### src/rtl/sample_ascii_fmt_pkg.sv
// Shared types and constants for the ASCII sample formatter: FSM encoding,
// frame geometry and the byte-selection helper used by the output mux.
package sample_ascii_fmt_pkg;

    typedef enum logic [1:0] {
        ST_IDLE = 2'd0,
        ST_CONV = 2'd1,
        ST_SEND = 2'd2
    } state_t;

    localparam int unsigned FRAME_LEN  = 8;
    localparam int unsigned BCD_BITS   = 13;
    localparam int unsigned BCD_DIGITS = 4;
    localparam int unsigned BCD_WIDTH  = 4 * BCD_DIGITS;

    localparam logic [7:0] ASCII_T     = 8'h54;
    localparam logic [7:0] ASCII_L     = 8'h4C;
    localparam logic [7:0] ASCII_COLON = 8'h3A;
    localparam logic [7:0] ASCII_ZERO  = 8'h30;
    localparam logic [7:0] ASCII_CR    = 8'h0D;
    localparam logic [7:0] ASCII_LF    = 8'h0A;

    // Frame layout: prefix, ':', four digits (MSD first), CR, LF.
    function automatic logic [7:0] frame_byte(
        input logic [2:0]           idx,
        input logic                 tag,
        input logic [BCD_WIDTH-1:0] bcd
    );
        logic [7:0] b;
        case (idx)
            3'd0:    b = tag ? ASCII_L : ASCII_T;
            3'd1:    b = ASCII_COLON;
            3'd2:    b = ASCII_ZERO + {4'h0, bcd[15:12]};
            3'd3:    b = ASCII_ZERO + {4'h0, bcd[11:8]};
            3'd4:    b = ASCII_ZERO + {4'h0, bcd[7:4]};
            3'd5:    b = ASCII_ZERO + {4'h0, bcd[3:0]};
            3'd6:    b = ASCII_CR;
            default: b = ASCII_LF;
        endcase
        return b;
    endfunction

endpackage

### src/rtl/sample_ascii_fmt_if.sv
// Sample-in / byte-out bundle of the ASCII formatter; the formatter sits on
// the slave side, the SPI reader and UART transmitter on the master side.
interface sample_ascii_fmt_if #(
    parameter int unsigned DATA_WIDTH_P = 12
);

    logic [DATA_WIDTH_P-1:0] Sample_i;
    logic                    Sample_valid_i;
    logic                    Temp_LDR_i;
    logic                    Busy_o;
    logic [7:0]              Byte_o;
    logic                    Byte_valid_o;
    logic                    Byte_ready_i;
    logic                    Frame_done_o;
    logic                    Overrun_o;

    modport slave (
        input  Sample_i,
        input  Sample_valid_i,
        input  Temp_LDR_i,
        input  Byte_ready_i,
        output Busy_o,
        output Byte_o,
        output Byte_valid_o,
        output Frame_done_o,
        output Overrun_o
    );

    modport master (
        output Sample_i,
        output Sample_valid_i,
        output Temp_LDR_i,
        output Byte_ready_i,
        input  Busy_o,
        input  Byte_o,
        input  Byte_valid_o,
        input  Frame_done_o,
        input  Overrun_o
    );

endinterface

### src/rtl/sample_ascii_fmt_bin2bcd_seq.sv
// Sequential double-dabble converter: load on start, then one shift per clock
// for BCD_BITS clocks; done flags the edge that performs the final shift.
module bin2bcd_seq
    import sample_ascii_fmt_pkg::*;
(
    input  logic                 clk,
    input  logic                 rst,
    input  logic                 start,
    input  logic [BCD_BITS-1:0]  bin,
    output logic                 done,
    output logic [BCD_WIDTH-1:0] bcd
);

    logic [BCD_BITS-1:0]  bin_sh;
    logic [BCD_WIDTH-1:0] bcd_q;
    logic [3:0]           cnt;
    logic                 active;
    logic [11:0]          adj;

    // Thousands digit never needs the +3 step: inputs stay below 10000.
    always_comb begin
        adj = bcd_q[11:0];
        for (int unsigned i = 0; i < 3; i++) begin
            if (bcd_q[4*i +: 4] >= 4'd5) begin
                adj[4*i +: 4] = bcd_q[4*i +: 4] + 4'd3;
            end
        end
    end

    always_ff @(posedge clk) begin
        if (rst) begin
            bin_sh <= '0;
            bcd_q  <= '0;
            cnt    <= '0;
            active <= 1'b0;
        end else if (start) begin
            bin_sh <= bin;
            bcd_q  <= '0;
            cnt    <= '0;
            active <= 1'b1;
        end else if (active) begin
            bcd_q  <= {bcd_q[14:12], adj, bin_sh[BCD_BITS-1]};
            bin_sh <= {bin_sh[BCD_BITS-2:0], 1'b0};
            cnt    <= cnt + 4'd1;
            if (cnt == 4'(BCD_BITS - 1)) begin
                active <= 1'b0;
            end
        end
    end

    assign done = active && (cnt == 4'(BCD_BITS - 1));
    assign bcd  = bcd_q;

endmodule

### src/rtl/sample_ascii_fmt.sv
// Formats a tagged ADC sample as an 8-byte ASCII frame ("T:0043\r\n") and
// streams it over a valid/ready byte interface toward a UART transmitter.
module sample_ascii_fmt
    import sample_ascii_fmt_pkg::*;
#(
    parameter int unsigned DATA_WIDTH_P = 12
) (
    input  logic              Clk_i,
    input  logic              Reset_i,
    sample_ascii_fmt_if.slave bus
);

    state_t               state;
    logic                 tag;
    logic [2:0]           byte_idx;
    logic [7:0]           byte_q;
    logic                 valid_q;
    logic                 busy_q;
    logic                 done_q;
    logic                 overrun_q;
    logic [BCD_BITS-1:0]  bin_ext;
    logic                 conv_start;
    logic                 conv_done;
    logic [BCD_WIDTH-1:0] bcd;

    always_comb begin
        bin_ext                    = '0;
        bin_ext[DATA_WIDTH_P-1:0]  = bus.Sample_i;
    end

    assign conv_start = (state == ST_IDLE) && bus.Sample_valid_i;

    bin2bcd_seq u_bin2bcd (
        .clk   (Clk_i),
        .rst   (Reset_i),
        .start (conv_start),
        .bin   (bin_ext),
        .done  (conv_done),
        .bcd   (bcd)
    );

    // The first byte is the prefix, so it can be loaded on the same edge as
    // the last conversion shift; digits are read only on later transfers.
    always_ff @(posedge Clk_i) begin
        if (Reset_i) begin
            state     <= ST_IDLE;
            tag       <= 1'b0;
            byte_idx  <= '0;
            byte_q    <= '0;
            valid_q   <= 1'b0;
            busy_q    <= 1'b0;
            done_q    <= 1'b0;
            overrun_q <= 1'b0;
        end else begin
            done_q    <= 1'b0;
            overrun_q <= 1'b0;
            case (state)
                ST_IDLE: begin
                    if (bus.Sample_valid_i) begin
                        tag    <= bus.Temp_LDR_i;
                        busy_q <= 1'b1;
                        state  <= ST_CONV;
                    end
                end
                ST_CONV: begin
                    if (bus.Sample_valid_i) begin
                        overrun_q <= 1'b1;
                    end
                    if (conv_done) begin
                        state    <= ST_SEND;
                        byte_idx <= '0;
                        valid_q  <= 1'b1;
                        byte_q   <= frame_byte(3'd0, tag, bcd);
                    end
                end
                ST_SEND: begin
                    if (bus.Sample_valid_i) begin
                        overrun_q <= 1'b1;
                    end
                    if (valid_q && bus.Byte_ready_i) begin
                        if (byte_idx == 3'(FRAME_LEN - 1)) begin
                            state    <= ST_IDLE;
                            valid_q  <= 1'b0;
                            byte_q   <= '0;
                            busy_q   <= 1'b0;
                            done_q   <= 1'b1;
                            byte_idx <= '0;
                        end else begin
                            byte_idx <= byte_idx + 3'd1;
                            byte_q   <= frame_byte(byte_idx + 3'd1, tag, bcd);
                        end
                    end
                end
                default: begin
                    state <= ST_IDLE;
                end
            endcase
        end
    end

    assign bus.Busy_o       = busy_q;
    assign bus.Byte_o       = byte_q;
    assign bus.Byte_valid_o = valid_q;
    assign bus.Frame_done_o = done_q;
    assign bus.Overrun_o    = overrun_q;

endmodule

### src/flat_wrapper.sv
// flat-port wrapper written by rule: the top's interface ports become plain ports
module sample_ascii_fmt_flat import sample_ascii_fmt_pkg::*;
#(
    parameter int unsigned DATA_WIDTH_P = 12
)
  (Clk_i, Reset_i, bus_Sample_i, bus_Sample_valid_i, bus_Temp_LDR_i, bus_Byte_ready_i, bus_Busy_o, bus_Byte_o, bus_Byte_valid_o, bus_Frame_done_o, bus_Overrun_o);
  sample_ascii_fmt_if #(.DATA_WIDTH_P(DATA_WIDTH_P)) bus_i ();
  input  logic Clk_i;
  input  logic Reset_i;
  input wire logic [$bits(bus_i.Sample_i)-1:0] bus_Sample_i;
  input wire logic [$bits(bus_i.Sample_valid_i)-1:0] bus_Sample_valid_i;
  input wire logic [$bits(bus_i.Temp_LDR_i)-1:0] bus_Temp_LDR_i;
  input wire logic [$bits(bus_i.Byte_ready_i)-1:0] bus_Byte_ready_i;
  output wire logic [$bits(bus_i.Busy_o)-1:0] bus_Busy_o;
  output wire logic [$bits(bus_i.Byte_o)-1:0] bus_Byte_o;
  output wire logic [$bits(bus_i.Byte_valid_o)-1:0] bus_Byte_valid_o;
  output wire logic [$bits(bus_i.Frame_done_o)-1:0] bus_Frame_done_o;
  output wire logic [$bits(bus_i.Overrun_o)-1:0] bus_Overrun_o;
  assign bus_i.Sample_i = bus_Sample_i;
  assign bus_i.Sample_valid_i = bus_Sample_valid_i;
  assign bus_i.Temp_LDR_i = bus_Temp_LDR_i;
  assign bus_i.Byte_ready_i = bus_Byte_ready_i;
  assign bus_Busy_o = bus_i.Busy_o;
  assign bus_Byte_o = bus_i.Byte_o;
  assign bus_Byte_valid_o = bus_i.Byte_valid_o;
  assign bus_Frame_done_o = bus_i.Frame_done_o;
  assign bus_Overrun_o = bus_i.Overrun_o;
  sample_ascii_fmt #(.DATA_WIDTH_P(DATA_WIDTH_P)) u_core (.Clk_i(Clk_i), .Reset_i(Reset_i), .bus(bus_i));
endmodule
### config.mk
export PLATFORM = sky130hd
export DESIGN_NAME = sample_ascii_fmt_flat
export DESIGN_NICKNAME = d
export VERILOG_FILES = /design/src/rtl/sample_ascii_fmt_pkg.sv /design/src/rtl/sample_ascii_fmt_if.sv /design/src/rtl/sample_ascii_fmt_bin2bcd_seq.sv /design/src/rtl/sample_ascii_fmt.sv /design/src/flat_wrapper.sv
export SDC_FILE = /design/constraint.sdc
export NUM_CORES = 1
export LEC_CHECK = 0
export ABC_AREA = 1
export CAP_MARGIN = 20
export CORE_UTILIZATION = 40
export CTS_BUF_LIST = sky130_fd_sc_hd__clkbuf_4
export DETAILED_ROUTE_END_ITERATION = 16
export SLEW_MARGIN = 20
export SYNTH_ARGS = -nofsm -noshare
export SYNTH_HDL_FRONTEND = slang
export SYNTH_HIERARCHICAL = 1
export SYNTH_SLANG_ARGS = --single-unit
### constraint.sdc
create_clock -name Clk_i -period 2.7 [get_ports Clk_i]
set_input_delay 0.27 -clock Clk_i [delete_from_list [all_inputs] [get_ports Clk_i]]
set_output_delay 0.27 -clock Clk_i [all_outputs]
set_load 0.02 [all_outputs]
# After elaboration in Yosys (flattened, before gate mapping)

Index checks and enable logic that the tools add are counted.

Register bits: 52
Logic and storage cells: 90
Output and inout bits: 12

Bitwise gates (word level): 3
Add/sub/neg operators: 9
Reductions and logical operators: 17
Eq/ne operators: 14
Order comparisons: 3
Multiplexer cells: 31

Operators with widths:

| kind                                                               | count |
|---|---|
| case mux 8 bit (7 select lines)                                    | 1 |
| adder 6 x 4 -> 7 bit (first input constant)                        | 4 |
| 2-to-1 mux 12 bit                                                  | 2 |
| 2-to-1 mux 8 bit                                                   | 3 |
| case mux 8 bit (2 select lines)                                    | 1 |
| adder 4 x 2 -> 4 bit (second input constant)                       | 3 |
| == test 3 bit (second input constant)                              | 4 |
| greater-or-equal comparator 4 x 3 -> 1 bit (second input constant) | 3 |
| 2-to-1 mux 4 bit                                                   | 3 |
| AND reduction 4 bit                                                | 3 |
| 2-to-1 mux 1 bit                                                   | 9 |
| 2-to-1 mux 3 bit                                                   | 3 |
| 2-to-1 mux 2 bit                                                   | 4 |
| == test 3 x 2 -> 1 bit (second input constant)                     | 2 |
| != test 2 x 1 -> 1 bit (second input constant)                     | 3 |
| case mux 2 bit (3 select lines)                                    | 1 |
| case mux 3 bit (2 select lines)                                    | 1 |
| nonzero test 2 bit                                                 | 3 |
| OR reduction 2 bit                                                 | 3 |
| 2-to-1 mux 5 bit                                                   | 1 |
| adder 4 x 1 -> 4 bit (second input constant)                       | 1 |
| == test 4 bit (second input constant)                              | 1 |
| case mux 1 bit (2 select lines)                                    | 2 |
| adder 3 x 1 -> 3 bit (second input constant)                       | 1 |
| other kinds (11)                                                   | 15 |

# Longest topological paths before layout

Gate-level depths: netlist (run 1).

Word-level depth: 6
Gate-level depth with buffers: 11
Depth with buffers taken out: 11

# Cells and area by module

The synthesis (run 1) kept the hierarchy.

Modules (own cells, without submodules):

| module           | instances | cells each | area each (µm²) |
|---|---|---|---|
| bin2bcd_seq      | 1         | 227        | 1765.4 |
| sample_ascii_fmt | 1         | 170        | 1094.8 |

# Least setup slack after synthesis (run 1)

No wires, ideal clock.

Kind: flip-flop to flip-flop
From: reg u_core.u_bin2bcd.active
To: reg u_core.byte_q[3], in the netlist u_core/bus.Byte_o[3]
Required time: 2.568 ns
Clock period less this slack: 1.647 ns
Stages on the path, launching flop included: 11
Arrival time: 1.515 ns
Path slack: 1.053 ns
Path buffers: 3
Setup time: 0.132 ns
Cell sequence: dfxtp_1 > buf_2 > inv_4 > buf_2 > nor3_1 > inv_1 > nand2_1 > o211ai_2 > buf_6 > a21oi_1 > a21oi_1

Word-level cells in the longest chain between the ends: 3

RTL lines:

| item                                    | line                               | text |
|---|---|---|
| from (decl)                             | sample_ascii_fmt_bin2bcd_seq.sv:17 | `logic active;` |
| from (signal assigned)                  | sample_ascii_fmt_bin2bcd_seq.sv:35 | `active <= 1'b0;` |
| from (signal assigned)                  | sample_ascii_fmt_bin2bcd_seq.sv:40 | `active <= 1'b1;` |
| from (signal assigned)                  | sample_ascii_fmt_bin2bcd_seq.sv:46 | `active <= 1'b0;` |
| logical AND 1 bit                       | sample_ascii_fmt_bin2bcd_seq.sv:51 | `assign done = active && (cnt == 4'(BCD_BITS - 1));` |
| net u_core.conv_done                    | sample_ascii_fmt.sv:23             | `logic conv_done;` |
| != test 2 x 1 -> 1 bit (no source line) | --                                 |  |
| AND reduction 3 bit (no source line)    | --                                 |  |
| to (signal assigned)                    | sample_ascii_fmt.sv:73             | `byte_q <= frame_byte(3'd0, tag, bcd);` |
| to (signal assigned)                    | sample_ascii_fmt.sv:90             | `byte_q <= frame_byte(byte_idx + 3'd1, tag, bcd);` |
| to (decl)                               | sample_ascii_fmt.sv:16             | `logic [7:0] byte_q;` |

The timed path passes the listed nets, and every way through them passes these cells.
A chain may end at the register's enable or synchronous reset.

# Final worst setup path (run 1)

From: reg u_core.byte_idx[0]
To: reg u_core.byte_q[3], in the netlist u_core/bus.Byte_o[3]

Word-level cells in the longest chain between the ends: 6
Elaborated cells between the ends (all ways): 13
Classes of those cells: add/sub (1); eq/ne (7); mux (4); reduce/logical (1)

RTL lines:

| item                                  | line                       | text |
|---|---|---|
| from (decl)                           | sample_ascii_fmt.sv:15     | `logic [2:0] byte_idx;` |
| from (signal assigned)                | sample_ascii_fmt.sv:89     | `byte_idx <= byte_idx + 3'd1;` |
| adder 3 x 1 -> 3 bit                  | sample_ascii_fmt.sv:90     |  |
| == test 3 bit (tied with other cells) | sample_ascii_fmt_pkg.sv:30 | `case (idx)` |
| case mux 8 bit (7 select lines)       | sample_ascii_fmt_pkg.sv:30 |  |
| 2-to-1 mux 8 bit (*)                  | sample_ascii_fmt.sv:81     | `if (byte_idx == 3'(FRAME_LEN - 1)) begin` |
| 2-to-1 mux 8 bit (*)                  | sample_ascii_fmt.sv:80     | `if (valid_q && bus.Byte_ready_i) begin` |
| case mux 8 bit (2 select lines) (*)   | sample_ascii_fmt.sv:57     | `case (state)` |

Mark *: on every way between the ends. The rest lies on a longest branch, timed or not. The select of a mux whose other input is x is not followed.

==> results.tsv, run 1 <==
stage	metric	value	unit
worst_setup_path	criticalPathCategory	reg -> reg	
sta	setup-tns-final	0	ps
worst_setup_path	end_kind	flop	
clock_tree	post_cts_buffers	0	
clock_tree	h-tree-depth	2	
grt	grtUsageTotal	16.5	%
clock_tree	tritoncts	built	
placement	gp_congestion	0.778	
route	ant_nets	0	
clock_tree	worstSkewPairLatency	360	ps
logic_synthesis	ys_seq_area_share	35.7	%
logic_synthesis	synth_compound_area_share	16.4	%
cells_and_area	diodes	0	
route	drtIter0Drc	114	
cells_and_area	drive_above_1_share	9.22	%
floorplan	die-width	86.6	um
placement	hpwl	4100	um
grt	antenna_found_initial	0	
worst_hold_path	hp-class	in -> reg	
placement	postPlaceCellArea	3160	um2
power_and_ir_drop	intPower	1.49	mW
floorplan	die_h	86.6	um
cells_and_area	design_area	3240	um2
clock_tree	cts_max_path_buffers	2	
power_and_ir_drop	ir_worst_vdd	0.000292	V
logic_synthesis	ys_ff_latch	51	
worst_setup_path	cp_max_fo	11	
floorplan	coreArea	6870	um2
logic_synthesis	postSynthCellCount	397	
grt	grt_pass1_vias	2192	
worst_setup_path	rrSetupSlack	770	ps
worst_setup_path	cp-start-kind	flop	
floorplan	placementRows	30	
logic_synthesis	syn_area_per_cell	7.20	um2
logic_synthesis	synth_top_area_share	35.7	%
logic_synthesis	yosys_warnings	6	
route	drc	0	
grt	grt-ovfl-total	0	
sta	worst_pin_slew	547	ps
power_and_ir_drop	clkPwrFrac	17.3	%
power_and_ir_drop	power_frac_seq	40.6	%
cells_and_area	fin_nets	457	
sta	setup_violations	0	
clock_tree	cts_resized	0	
floorplan	die-area	7490	um2
flow_run	drv_cap	0	
sta	period_needed	1930	ps
route	wl_per_cell	11.0	um
clock_tree	clkTransAtPathRegs	140	ps
sta	fmax	519	MHz
logic_synthesis	yosys.area_share.simple	28.6	%
clock_tree	numClockSinks	51	
power_and_ir_drop	p_comb_share	42.1	%
status	status	complete, no violations	
logic_synthesis	synth_top_family_by_area	simple AND/OR/NAND/NOR gates	
route	firstDrtPassIters	4	
sta	drv_slew	0	
worst_setup_path	required	3000	ps
sta	finalCritPeriodShare	71.4	%
placement	io_buffers	27	
logic_synthesis	syn-cell-area	2860	um2
grt	grt_pass1_wl	9950	um
route	via_count	2457	
cells_and_area	area_growth	13.3	%
logic_synthesis	synth_xor_area_share	0	%
sta	hold_viol	0	
route	wl	5730	um
floorplan	num_io_pins	29	
clock_tree	cts-buffers-inserted	5	
sta	slew_headroom	63.5	%
power_and_ir_drop	total_power	2.49	mW
power_and_ir_drop	power.density	769	nW/um2
logic_synthesis	ys_types	29	
worst_setup_path	arrival	2230	ps
power_and_ir_drop	switching_share	40.1	%
logic_synthesis	synth_mux_area_share	0	%
cells_and_area	fin_util	47.2	%
logic_synthesis	synth_area_leader_cell	dfxtp_1	
floorplan	start_util	41.6	%
clock_tree	cts_root_buf	clkbuf_4	
logic_synthesis	synthAdderAreaFrac	7.87	%
sta	clock_skew	13.7	ps
power_and_ir_drop	cellLeakagePower	1.34	nW
logic_synthesis	ys_top_cells_by_area	dfxtp_1 36%, nand2_1 14%, ha_1 7.9%, a21oi_1 6.8%, inv_1 6.6%	
clock_tree	cts_hold_buf	0	
grt	grt_max_degree	28	
power_and_ir_drop	switchingPower	0.999	mW
sta	rsz0062_at_grt	false	
route	via_per_inst	4.73	
[path summary, 6_finish.rpt]
path	from	endpoint	cells past startpoint
worst min register to register	u_core/bus.Busy_o$_SDFFE_PP0P_	u_core/bus.Busy_o$_SDFFE_PP0P_	2
worst max-delay path	u_core/byte_idx[0]$_SDFFE_PP0P_	u_core/bus.Byte_o[3]$_SDFFE_PP0P_	10
worst max register to register	u_core/byte_idx[0]$_SDFFE_PP0P_	u_core/bus.Byte_o[3]$_SDFFE_PP0P_	10
worst min-delay path	bus_Sample_i[0]	u_core/u_bin2bcd/bin_sh[0]$_SDFFE_PP0P_	3
[per-stage QoR]
stage                     std cells  hold WS [ps]  worst slack, ps
after floorplan                 398           339             1050
after global placement          511           437              786
after detailed placement        511           449              813
after CTS                       519           441              773
after global routing            519           462              539
final                           519           460              772
[worst max-delay path, cell delays in order (launching register included)]
cell and delay, ps:
dfxtp_1 370, ha_1 200, ha_1 490, inv_1 190
nand2_1 110, nand2_1 90, nor2_1 90, nand2_1 80
nand3_1 70, nand2_1 50, a21oi_1 110
[cells in the final DEF (no fill, tap or decap)]
master and n:
clkbuf_4 5, o221ai_1 2, inv_1 50, buf_4 4
inv_2 1, nor2_2 8, nor2_4 2, o21ai_0 12
nand4_1 1, clkdlybuf4s50_1 27, nor3_1 14, a21oi_1 39
a211oi_2 1, nand2_2 2, ha_1 18, conb_1 2
o221ai_2 9, o211ai_2 1, dfxtp_1 51, clkinv_2 1
o21ai_1 7, nor2_1 32, or2_2 1, nand3_1 24
nand2_8 1, clkinv_1 1, nand2_1 104, bufinv_16 1
inv_4 2
[sequential cells by signal, indices dropped and copies added (netlist names)]
register	count
u_core/bus.Byte_valid_o	1
u_core/state	2
u_core/u_bin2bcd/cnt	4
u_core/byte_idx	3
u_core/tag	1
u_core/u_bin2bcd/bin_sh	13
u_core/u_bin2bcd/bcd	16
u_core/bus.Byte_o	7
u_core/bus.Busy_o	1
u_core/u_bin2bcd/active	1
u_core/bus.Overrun_o	1
u_core/bus.Frame_done_o	1
[logic make-up (layout without fill, tap and decap cells)]
logic type               count (synthesis)  count (layout)
adder cells (fa/ha/maj)                 18              18
AO/OA/AOI/OAI                           71              71
buffers and inverters                   67              92
other                                    1               2
flip-flops                              51              51
AND/OR/NAND/NOR                        189             189
[per-layer routing]
layer  vias to the layer above  global-route usage [%]  part of all wire (%)
li1                       1328                       -                     -
met1                      1092                    23.4                    53
met2                        32                    25.9                    43
met3                         5                    3.14                   2.8
met4                         0                    4.09                  0.84
met5                         -                       0                     0
[cell type report]
class	instances	area (um2)
repair buffers	31	300
well taps	96	120
multi-input cells	280	1520
inverters	53	204
flip-flops and latches	51	1020
clock buffers	5	37.5
clock inverters	3	38.8
fillers	734	3630
[synthesized netlist by cell type, drive strengths merged]
library cell    n
nor2           42
clkbuf          2
nand3          24
inv            53
o21ai          19
conb            1
or2             1
a211oi          1
o211ai          1
nand2         107
nor3           14
buf            12
ha             18
o221ai         11
a21oi          39
nand4           1
dfxtp          51
[power groups by stage]
| stage | logic [mW] | clock network (mW) | registers [mW] |
|---|---|---|---|
| 2_1_floorplan | 0.806 | 0 | 1.06 |
| 3_3_place_gp | 1.04 | 0 | 1.03 |
| 3_5_place_dp | 1.05 | 0 | 1.03 |
| 4_1_cts | 1.05 | 0.455 | 1.01 |
| 5_1_grt | 1.19 | 0.480 | 1.03 |
| 6_report | 1.05 | 0.432 | 1.01 |
Note: power is estimated with default switching activity, not from simulation.
==> run 2, diff against run 1 <==
==> constraint.sdc (replaced) <==
create_clock -name Clk_i -period 1.6 [get_ports Clk_i]
set_input_delay 0.16 -clock Clk_i [delete_from_list [all_inputs] [get_ports Clk_i]]
set_output_delay 0.16 -clock Clk_i [all_outputs]
set_load 0.02 [all_outputs]
==> run 2 against run 1 <==
Net effect:
- the flow now finishes with violations (setup timing)
- clock skew down 0.59 ps
- final area rose by 11%
- global-route usage is 0.39 points higher
- critical path type unchanged
- highest routed layer unchanged
- die area unchanged
- worst setup slack got worse by 820 ps
- sequential share of layout area shrank 2.9 points
- utilization rose by 5.0 points
- routed wire length is 6.2% higher
- via count rose by 3.9%
- power increased by 86%
==> results.tsv, run 2 (synthesized netlist as in run 1, its figures left out) <==
stage	metric	value	unit
status	status	finished, violations left	
status	violations	setup timing	
worst_hold_path	hold_end	u_core/u_bin2bcd/bin_sh[0]$_SDFFE_PP0P_	
cells_and_area	drive_above_1_share	21.9	%
worst_setup_path	rrSetupSlack	-50	ps
route	firstDrtPassIters	4	
grt	grtUsageTotal	16.9	%
clock_tree	tritoncts	built	
cells_and_area	area_growth	25.2	%
sta	finalCritPeriodShare	103	%
clock_tree	numClockSinks	51	
grt	grt_pass1_vias	2321	
worst_setup_path	arrival	1920	ps
worst_setup_path	end_kind	flop	
worst_setup_path	rr_worst_depth	12	
sta	period_needed	1650	ps
sta	worst_slack	-49.7	ps
cells_and_area	layout_common_cells	95 x nand2_1, 47 x dfxtp_1, 46 x inv_1, 33 x a21oi_1, 28 x nor2_1	
grt	grt_pass1_wl	10200	um
power_and_ir_drop	power_frac_seq	36.9	%
clock_tree	clkTransAtPathRegs	140	ps
worst_setup_path	r2r_start	u_core/u_bin2bcd/cnt[1]$_SDFFE_PP0P_	
clock_tree	h-tree-depth	2	
cells_and_area	fin_nets	482	
clock_tree	worstSkewPairLatency	370	ps
power_and_ir_drop	clkPwrFrac	12.0	%
route	via_count	2554	
sta	fmax	606	MHz
floorplan	start_util	41.6	%
floorplan	num_io_pins	29	
floorplan	die_h	86.6	um
clock_tree	cts-buffers-inserted	5	
placement	io_buffers	27	
worst_hold_path	hold_path_depth	3	
route	wl_per_cell	11.2	um
floorplan	die-width	86.6	um
placement	post-place-ws	-47.2	ps
power_and_ir_drop	power.density	1300	nW/um2
flow_run	drv_cap	0	
power_and_ir_drop	switching_share	40.7	%
clock_tree	cts_root_buf	clkbuf_4	
worst_setup_path	cp-start-kind	flop	
clock_tree	cts_max_path_buffers	2	
route	ant_nets	0	
placement	hpwl	4290	um
worst_hold_path	hold_path.startpoint	bus_Sample_i[0]	
power_and_ir_drop	cellLeakagePower	1.48	nW
route	via_per_inst	4.69	
cells_and_area	fill_cells	681	
route	drc	0	
floorplan	placementRows	30	
power_and_ir_drop	switchingPower	1.89	mW
worst_hold_path	hp-class	in -> reg	
power_and_ir_drop	ir_worst_vdd	0.000574	V
sta	setup_violations	6	
placement	postPlaceCellArea	3370	um2
sta	drv_slew	0	
floorplan	coreArea	6870	um2
grt	grt_max_degree	28	
grt	grt-ovfl-total	0	
worst_setup_path	r2r_end	u_core/bus.Byte_o[2]$_SDFFE_PP0P_	
placement	gp_congestion	0.817	
route	drtIter0Drc	81	
sta	rsz0062_at_grt	true	
cells_and_area	design_area	3580	um2
sta	hold_viol	0	
worst_setup_path	criticalPathCategory	reg -> reg	
cells_and_area	diodes	0	
worst_setup_path	required	1870	ps
sta	clock_skew	13.1	ps
cells_and_area	largest_reg_flops	16	
route	wl	6090	um
power_and_ir_drop	p_comb_share	51.0	%
worst_setup_path	cp_max_fo	4	
power_and_ir_drop	intPower	2.75	mW
grt	antenna_found_initial	0	
floorplan	die-area	7490	um2
cells_and_area	layout_commonest_cell	nand2_1	
[run 2: cell count changes in the layout (fill, tap and decap cells not counted), moves of 4 or more]
cell and change:
buf_6 +4, a21oi_2 +6, nand2_1 -9, nor2_1 -4, ha_1 -4, nand2_2 +6
inv_1 -4, dfxtp_2 +4, dfxtp_1 -4, a21oi_1 -6, nor2_2 +4, inv_2 +4
buf_4 +19
[run 2: final cells by class]
cell class	instances	area [um2]	share of cell area [%]
multi-input combinational	280	1650	46.1
sequential	51	1030	28.6
timing repair buffer	56	528	14.7
inverter	53	204	5.69
tap	96	120	3.35
clock buffer	5	37.5	1.05
clock inverter	3	15.0	0.419
[run 2: timing repair]
item                       4_1_cts  5_1_grt
setup buffers                    0        2
pin swaps                        0       13
resized for setup                6       41
setup endpoints to repair        5       23
hold buffers                     0        0
[run 2: routing by layer]
| layer | share of wire (%) | global-route usage (%) |
|---|---|---|
| met5 | 0 | 0 |
| met2 | 46 | 27.5 |
| met1 | 51 | 22.9 |
| met3 | 2.8 | 4.10 |
| met4 | 0.79 | 3.48 |
[run 2: worst max-delay path by stage]
stage / from / end / slack (ps) / cells past startpoint
5_1_grt: u_core/u_bin2bcd/cnt[1]$_SDFFE_PP0P_ / u_core/bus.Byte_o[4]$_SDFFE_PP0P_ / -190 / 11
3_3_place_gp: u_core/byte_idx[0]$_SDFFE_PP0P_ / u_core/bus.Byte_o[0]$_SDFFE_PP0P_ / -30 / 10
3_5_place_dp: u_core/byte_idx[0]$_SDFFE_PP0P_ / u_core/bus.Byte_o[2]$_SDFFE_PP0P_ / -50 / 10
2_1_floorplan: u_core/u_bin2bcd/active$_SDFF_PP0_ / u_core/bus.Byte_o[3]$_SDFFE_PP0P_ / 20 / 10
6_report: u_core/u_bin2bcd/cnt[1]$_SDFFE_PP0P_ / u_core/bus.Byte_o[2]$_SDFFE_PP0P_ / -50 / 12
4_1_cts: u_core/byte_idx[0]$_SDFFE_PP0P_ / u_core/bus.Byte_o[0]$_SDFFE_PP0P_ / 1 / 11
[run 2: power by group through the flow]
stage,clock [mW],combinational [mW],sequential [mW]
after global routing,0.660,2.61,1.75
after floorplan,0,1.37,1.79
final,0.559,2.37,1.71
after CTS,0.598,2.11,1.71
after global placement,0,2.09,1.73
after detailed placement,0,2.10,1.73
[run 2: worst max-delay path, cell delays in order, from the launching register on]
cell and delay [ps]:
dfxtp_2 350, inv_2 80, ha_4 140, nand2_4 50, nor3_4 190, inv_1 80
nand2_2 80, buf_4 120, o211ai_4 80, buf_6 140, buf_4 130, nand2_1 60
a21oi_2 50
[run 2: through the flow]
| stage | util (%) | hold WS, ps | cells | setup TNS [ps] | total power [mW] |
|---|---|---|---|---|---|
| after floorplan | - | 229 | 398 | 0 | 3.16 |
| after global placement | 49.0 | 445 | 534 | -65.9 | 3.82 |
| after detailed placement | 49.0 | 441 | 534 | -156 | 3.83 |
| after CTS | 50.1 | 314 | 542 | 0 | 4.42 |
| after global routing | 52.1 | 330 | 544 | -1520 | 5.02 |
| final | 52.1 | 336 | 544 | -230 | 4.64 |
